$ cat src/rtl/pipeline_pkg.sv
// Shared widths and branch funct3 encodings for the 5-stage core pipeline registers.
package pipeline_pkg;

  localparam int DATA_W     = 64;
  localparam int REG_ADDR_W = 5;
  localparam int CNT_W      = 32;

  localparam logic [2:0] F3_BEQ  = 3'b000;
  localparam logic [2:0] F3_BNE  = 3'b001;
  localparam logic [2:0] F3_BLTU = 3'b110;
  localparam logic [2:0] F3_BGEU = 3'b111;

endpackage

$ cat src/rtl/branch_cond_unit.sv
// Decodes a conditional-branch funct3 against the ALU ZERO/GEQ flags.
import pipeline_pkg::*;

module branch_cond_unit (
  input  logic [2:0] funct3_i,
  input  logic       zero_i,
  input  logic       geq_i,
  output logic       cond_o
);

  // Unsupported encodings (signed compares, reserved) resolve as not taken.
  always_comb begin
    cond_o = 1'b0;
    case (funct3_i)
      F3_BEQ:  cond_o = zero_i;
      F3_BNE:  cond_o = ~zero_i;
      F3_BLTU: cond_o = ~geq_i;
      F3_BGEU: cond_o = geq_i;
      default: cond_o = 1'b0;
    endcase
  end

endmodule

$ cat src/rtl/ex_mem_pipeline_reg.sv
// EX/MEM pipeline register: captures ALU results and MEM/WB control, resolves
// conditional branches, squashes the wrong-path instruction and counts taken branches.
import pipeline_pkg::*;

module ex_mem_pipeline_reg #(
  parameter int DATA_W     = pipeline_pkg::DATA_W,
  parameter int REG_ADDR_W = pipeline_pkg::REG_ADDR_W,
  parameter int CNT_W      = pipeline_pkg::CNT_W
) (
  input  logic                  clk,
  input  logic                  reset,
  input  logic                  stall,
  input  logic                  flush,
  input  logic                  ex_valid,
  input  logic [DATA_W-1:0]     ex_alu_result,
  input  logic                  ex_zero,
  input  logic                  ex_geq,
  input  logic [DATA_W-1:0]     ex_rs2_data,
  input  logic [DATA_W-1:0]     ex_branch_target,
  input  logic [REG_ADDR_W-1:0] ex_rd,
  input  logic                  ex_reg_write,
  input  logic                  ex_mem_read,
  input  logic                  ex_mem_write,
  input  logic                  ex_mem_to_reg,
  input  logic                  ex_branch,
  input  logic [2:0]            ex_funct3,
  output logic                  mem_valid,
  output logic [DATA_W-1:0]     mem_alu_result,
  output logic [DATA_W-1:0]     mem_rs2_data,
  output logic [DATA_W-1:0]     mem_branch_target,
  output logic [REG_ADDR_W-1:0] mem_rd,
  output logic                  mem_reg_write,
  output logic                  mem_mem_read,
  output logic                  mem_mem_write,
  output logic                  mem_mem_to_reg,
  output logic                  mem_branch_taken,
  output logic                  branch_flush,
  output logic [CNT_W-1:0]      taken_count
);

  logic                  valid_q, valid_d;
  logic [DATA_W-1:0]     alu_result_q;
  logic [DATA_W-1:0]     rs2_data_q;
  logic [DATA_W-1:0]     branch_target_q;
  logic [REG_ADDR_W-1:0] rd_q;
  logic                  reg_write_q, reg_write_d;
  logic                  mem_read_q, mem_read_d;
  logic                  mem_write_q, mem_write_d;
  logic                  mem_to_reg_q, mem_to_reg_d;
  logic                  taken_q, taken_d;
  logic [CNT_W-1:0]      count_q;
  logic                  cond;
  logic                  load_en;

  branch_cond_unit u_branch_cond (
    .funct3_i (ex_funct3),
    .zero_i   (ex_zero),
    .geq_i    (ex_geq),
    .cond_o   (cond)
  );

  // A taken branch already in MEM means the instruction now in EX is wrong-path.
  always_comb begin
    valid_d      = ex_valid & ~taken_q;
    reg_write_d  = ex_reg_write  & valid_d;
    mem_read_d   = ex_mem_read   & valid_d;
    mem_write_d  = ex_mem_write  & valid_d;
    mem_to_reg_d = ex_mem_to_reg & valid_d;
    taken_d      = ex_branch & cond & valid_d;
  end

  assign load_en = ~flush & ~stall;

  always_ff @(posedge clk) begin
    if (reset || flush) begin
      valid_q         <= 1'b0;
      alu_result_q    <= '0;
      rs2_data_q      <= '0;
      branch_target_q <= '0;
      rd_q            <= '0;
      reg_write_q     <= 1'b0;
      mem_read_q      <= 1'b0;
      mem_write_q     <= 1'b0;
      mem_to_reg_q    <= 1'b0;
      taken_q         <= 1'b0;
    end else if (!stall) begin
      valid_q         <= valid_d;
      alu_result_q    <= ex_alu_result;
      rs2_data_q      <= ex_rs2_data;
      branch_target_q <= ex_branch_target;
      rd_q            <= ex_rd;
      reg_write_q     <= reg_write_d;
      mem_read_q      <= mem_read_d;
      mem_write_q     <= mem_write_d;
      mem_to_reg_q    <= mem_to_reg_d;
      taken_q         <= taken_d;
    end
  end

  // Flush does not clear the counter; only reset does.
  always_ff @(posedge clk) begin
    if (reset) begin
      count_q <= '0;
    end else if (load_en && taken_d) begin
      count_q <= count_q + CNT_W'(1);
    end
  end

  assign mem_valid         = valid_q;
  assign mem_alu_result    = alu_result_q;
  assign mem_rs2_data      = rs2_data_q;
  assign mem_branch_target = branch_target_q;
  assign mem_rd            = rd_q;
  assign mem_reg_write     = reg_write_q;
  assign mem_mem_read      = mem_read_q;
  assign mem_mem_write     = mem_write_q;
  assign mem_mem_to_reg    = mem_to_reg_q;
  assign mem_branch_taken  = taken_q;
  assign branch_flush      = taken_q;
  assign taken_count       = count_q;

endmodule

$ cat config.mk
export PLATFORM = sky130hd
export DESIGN_NAME = ex_mem_pipeline_reg
export DESIGN_NICKNAME = d
export VERILOG_FILES = /design/src/rtl/pipeline_pkg.sv /design/src/rtl/branch_cond_unit.sv /design/src/rtl/ex_mem_pipeline_reg.sv
export SDC_FILE = /design/constraint.sdc
export NUM_CORES = 1
export LEC_CHECK = 0
export ABC_CLOCK_PERIOD_IN_PS = 1890
export CORE_MARGIN = 10
export CORE_UTILIZATION = 37
export DETAILED_ROUTE_END_ITERATION = 16
export GPL_TIMING_DRIVEN = 0
export HOLD_SLACK_MARGIN = 0.05
export PLACE_DENSITY = 0.84
export SLEW_MARGIN = 25
export SYNTH_ARGS = -nofsm -noshare
export SYNTH_HDL_FRONTEND = slang
export SYNTH_SLANG_ARGS = --single-unit
$ cat constraint.sdc
create_clock -name clk -period 1.89 [get_ports clk]
set_clock_uncertainty 0.15 [all_clocks]
set_input_delay 0.2835 -clock clk [delete_from_list [all_inputs] [get_ports clk]]
set_output_delay 0.2835 -clock clk [all_outputs]
set_load 0.02 [all_outputs]
==> flow_summary_export.csv <==
group,metric,value,unit
outcome,status,"finished, violations left",
outcome,violations,"negative setup slack",
sta,final-setup-viol-count,12,
sta,tightest_slew,0.802,ns
power,switching_share,23.6,%
power,seqPwrFrac,41.0,%
die,die_height,176,um
placement,dp_hpwl,26.7,mm
power,p_per_area,815,nW/um^2
critical_path,cp_slowest_cell,"dfxtp_4",
sta,max_clock_freq,519,MHz
global_route,grt_max_degree,15,
die,pin_count,448,
synthesis,ys_seq_area_share,52.0,%
global_route,groute.usage.overall,21.8,%
die,die_w,176,um
final_layout,drive_gt1_share,15.2,%
critical_path,cp.arrival,2.19,ns
power,power_leakage,7.58,nW
drt,drt_iter0_markers,442,
sta,hold_viol,0,
job,max_cap_violations,0,
final_layout,final_nets,1604,
synthesis,synth.top_cells.by_area,"dfxtp_1 52%, mux2i_1 22%, nor2_1 9.4%",
synthesis,syn_nets,1104,
critical_path,end_kind,"flop",
power,p_comb_share,12.5,%
critical_path,startpoint_type,"flop",
drt,remaining_drc_errors,0,
drt,vias_per_cell,5.00,
final_layout,final_area,15400,sq um
power,intPower,9.60,mW
cts,clockBufferDepth,3,
synthesis,synth.avg_cell_area,10.1,sq um
synthesis,netlist_instances,891,
power,p_switching,2.96,mW
placement,dpl.cell_count,1662,
drt,finalWirelength,37.4,mm
synthesis,ys_types,35,
critical_path,critPathKind,"reg2reg",
power,pwr-share-clk,46.5,%
drt,dr.pass1.iters,5,
critical_path,crit_required,2.15,ns
sta,maxSlewViolCount,0,
synthesis,synth_warnings,0,
cts,cts_sinks,235,
sta,finalCritPeriodShare,102,%
drt,ant_nets,0,
global_route,overflow,0,
die,floorplan.initialDensity,37.4,%
synthesis,synth-seq-cells,235,
cts,cts_tree,"built",
drt,num_vias,8675,
cts,insertion_delay,0.52,ns
critical_path,crit_path_cell_trace,"and4_4, buf_6, nand4_4, buf_12, nor4_4, mux2_4",
critical_path,crit_fanout,6,
synthesis,synth_top_area_share,52.0,%
synthesis,yosys.area.top_type,"dfxtp_1",
final_layout,area_delta_synth_final,70.5,%
global_route,grt_pass1_vias,8968,
cts,cts-buffers-inserted,26,
final_layout,fill_cells,1887,
cts,root_buffer,"clkbuf_16",
sta,rsz0062_at_grt,"true",
global_route,grt_pass1_wl,53.6,mm
placement,io_buffers,447,
power,peakVddDrop,0.890,mV
synthesis,synth.cell_area,9040,sq um
global_route,antenna_found_initial,0,
hold_path,holdCritPathClass,"in2reg",
cts,htreeDepth,1,
sta,finalCriticalPeriod,1.93,ns
placement,globalplace.congestion,0.829,
cts,cts.clk_slew.worst_paths,0.06,ns
critical_path,cpPeakStageDelay,0.38,ns
die,dieArea,31100,sq um
die,rows,57,
die,core,24200,sq um
placement,placed_area,13900,sq um
drt,wl_per_cell,21.5,um
final_layout,final_cells,1734,
sta,maxSlewHeadroom,46.6,%
sta,setup_slack,-0.0384,ns
final_layout,diodes,0,
## cells in the final DEF (no fill, tap or decap), drive strengths merged, types with 3 or more instances in the layout
cell type / instances
nand2: 14
clkdlybuf4s50: 211
a21oi: 10
o21ai: 3
mux2: 27
bufinv: 7
nor4: 22
dfxtp: 235
nand3: 9
nor2b: 28
nand3b: 5
inv: 4
and4: 6
buf: 43
nand4: 14
mux2i: 198
dlygate4sd2: 235
clkbuf: 75
nor3: 4
and3: 7
and2: 5
nor2: 227
clkinv: 7
## worst max-delay path: cells and delay by family (launching register included)
kind | cells | cell delay [ns]
buf+inv | 2 | 0.30
flops | 1 | 0.38
mux | 1 | 0.33
simple gates | 3 | 0.65
## synthesized netlist by cell type, drive strengths merged
master	count
o2bb2ai	1
dfxtp	235
or2	1
buf	26
clkbuf	36
a2bb2oi	1
nand4	14
and4	6
and2	5
nand3b	5
and3b	1
xor2	2
nor3	4
ha	1
o31ai	2
o21ai	3
nor2	227
inv	2
or3	2
nor2b	28
nand2	14
mux2i	198
nand3	8
a21oi	10
and3	7
mux2	27
nor4	22
nor4b	1
or4	2
## repair_timing
item / 4_1_cts / 5_1_grt
pin swaps: 10 / 10
gates cloned: 2 / 2
hold buffers: 0 / 0
setup buffers: 9 / 13
resized for setup: 324 / 65
setup endpoints to repair: 440 / 155
## power by group through the flow
| stage | clock, mW | sequential (mW) | combinational (mW) |
|---|---|---|---|
| 6_report | 5.84 | 5.15 | 1.58 |
| 5_1_grt | 6.12 | 5.16 | 1.68 |
| 4_1_cts | 5.93 | 5.16 | 1.54 |
| 3_5_place_dp | 0 | 5.28 | 1.58 |
| 3_3_place_gp | 0 | 5.27 | 1.56 |
| 2_1_floorplan | 0 | 5.44 | 0.519 |
## cell type report
type / instances / area, sq um / area share [%]
Buffer: 61 / 379 / 2.46
Clock buffer: 31 / 731 / 4.74
Clock inverter: 16 / 267 / 1.73
Inverter: 2 / 7.51 / 0.0487
Multi-Input combinational cell: 593 / 4470 / 29.0
Sequential cell: 235 / 4760 / 30.8
Tap cell: 324 / 405 / 2.63
Timing Repair Buffer: 472 / 4410 / 28.6
## metal layers
metal / global-route usage [%] / wire length, um / up-vias
met5: 0 / 0 / -
met4: 7.08 / 1280 / 0
met3: 7.03 / 3570 / 97
met2: 39.7 / 19100 / 462
met1: 23.4 / 13400 / 4086
li1: - / - / 4030
## cell families after synthesis
logic type      synth area share, %
simple gates                   17.9
compound gates                 1.15
fa+ha+maj                     0.138
flops                          52.0
mux                            25.3
buf+inv                        3.35
xor+xnor                      0.194
## worst paths after layout
check / slack, ns / to / cells past startpoint / start
min reg2reg: 0.31 / mem_mem_read$_SDFFE_PP0N_ / 2 / mem_mem_read$_SDFFE_PP0N_
max: -0.04 / taken_count[31]$_SDFFE_PP0P_ / 6 / taken_count[11]$_SDFFE_PP0P_
min: 0.20 / mem_mem_write$_SDFFE_PP0N_ / 3 / ex_mem_write
max reg2reg: -0.04 / taken_count[31]$_SDFFE_PP0P_ / 6 / taken_count[11]$_SDFFE_PP0P_
## stage by stage
stage	TNS [ns]	hold WS (ns)	setup slack [ns]	total power [mW]	utilization [%]
after CTS	-0.00579	0.179	-0.00363	12.6	62.2
after floorplan	0	0.277	0.00484	5.96	-
after global routing	-0.693	0.199	-0.0612	13.0	63.8
final	-0.223	0.202	-0.0384	12.6	63.8
after detailed placement	-158.56	0.308	-0.812	6.86	57.6
after global placement	-165.14	0.303	-0.884	6.83	57.6
Note: power is estimated with default switching activity, not from simulation.
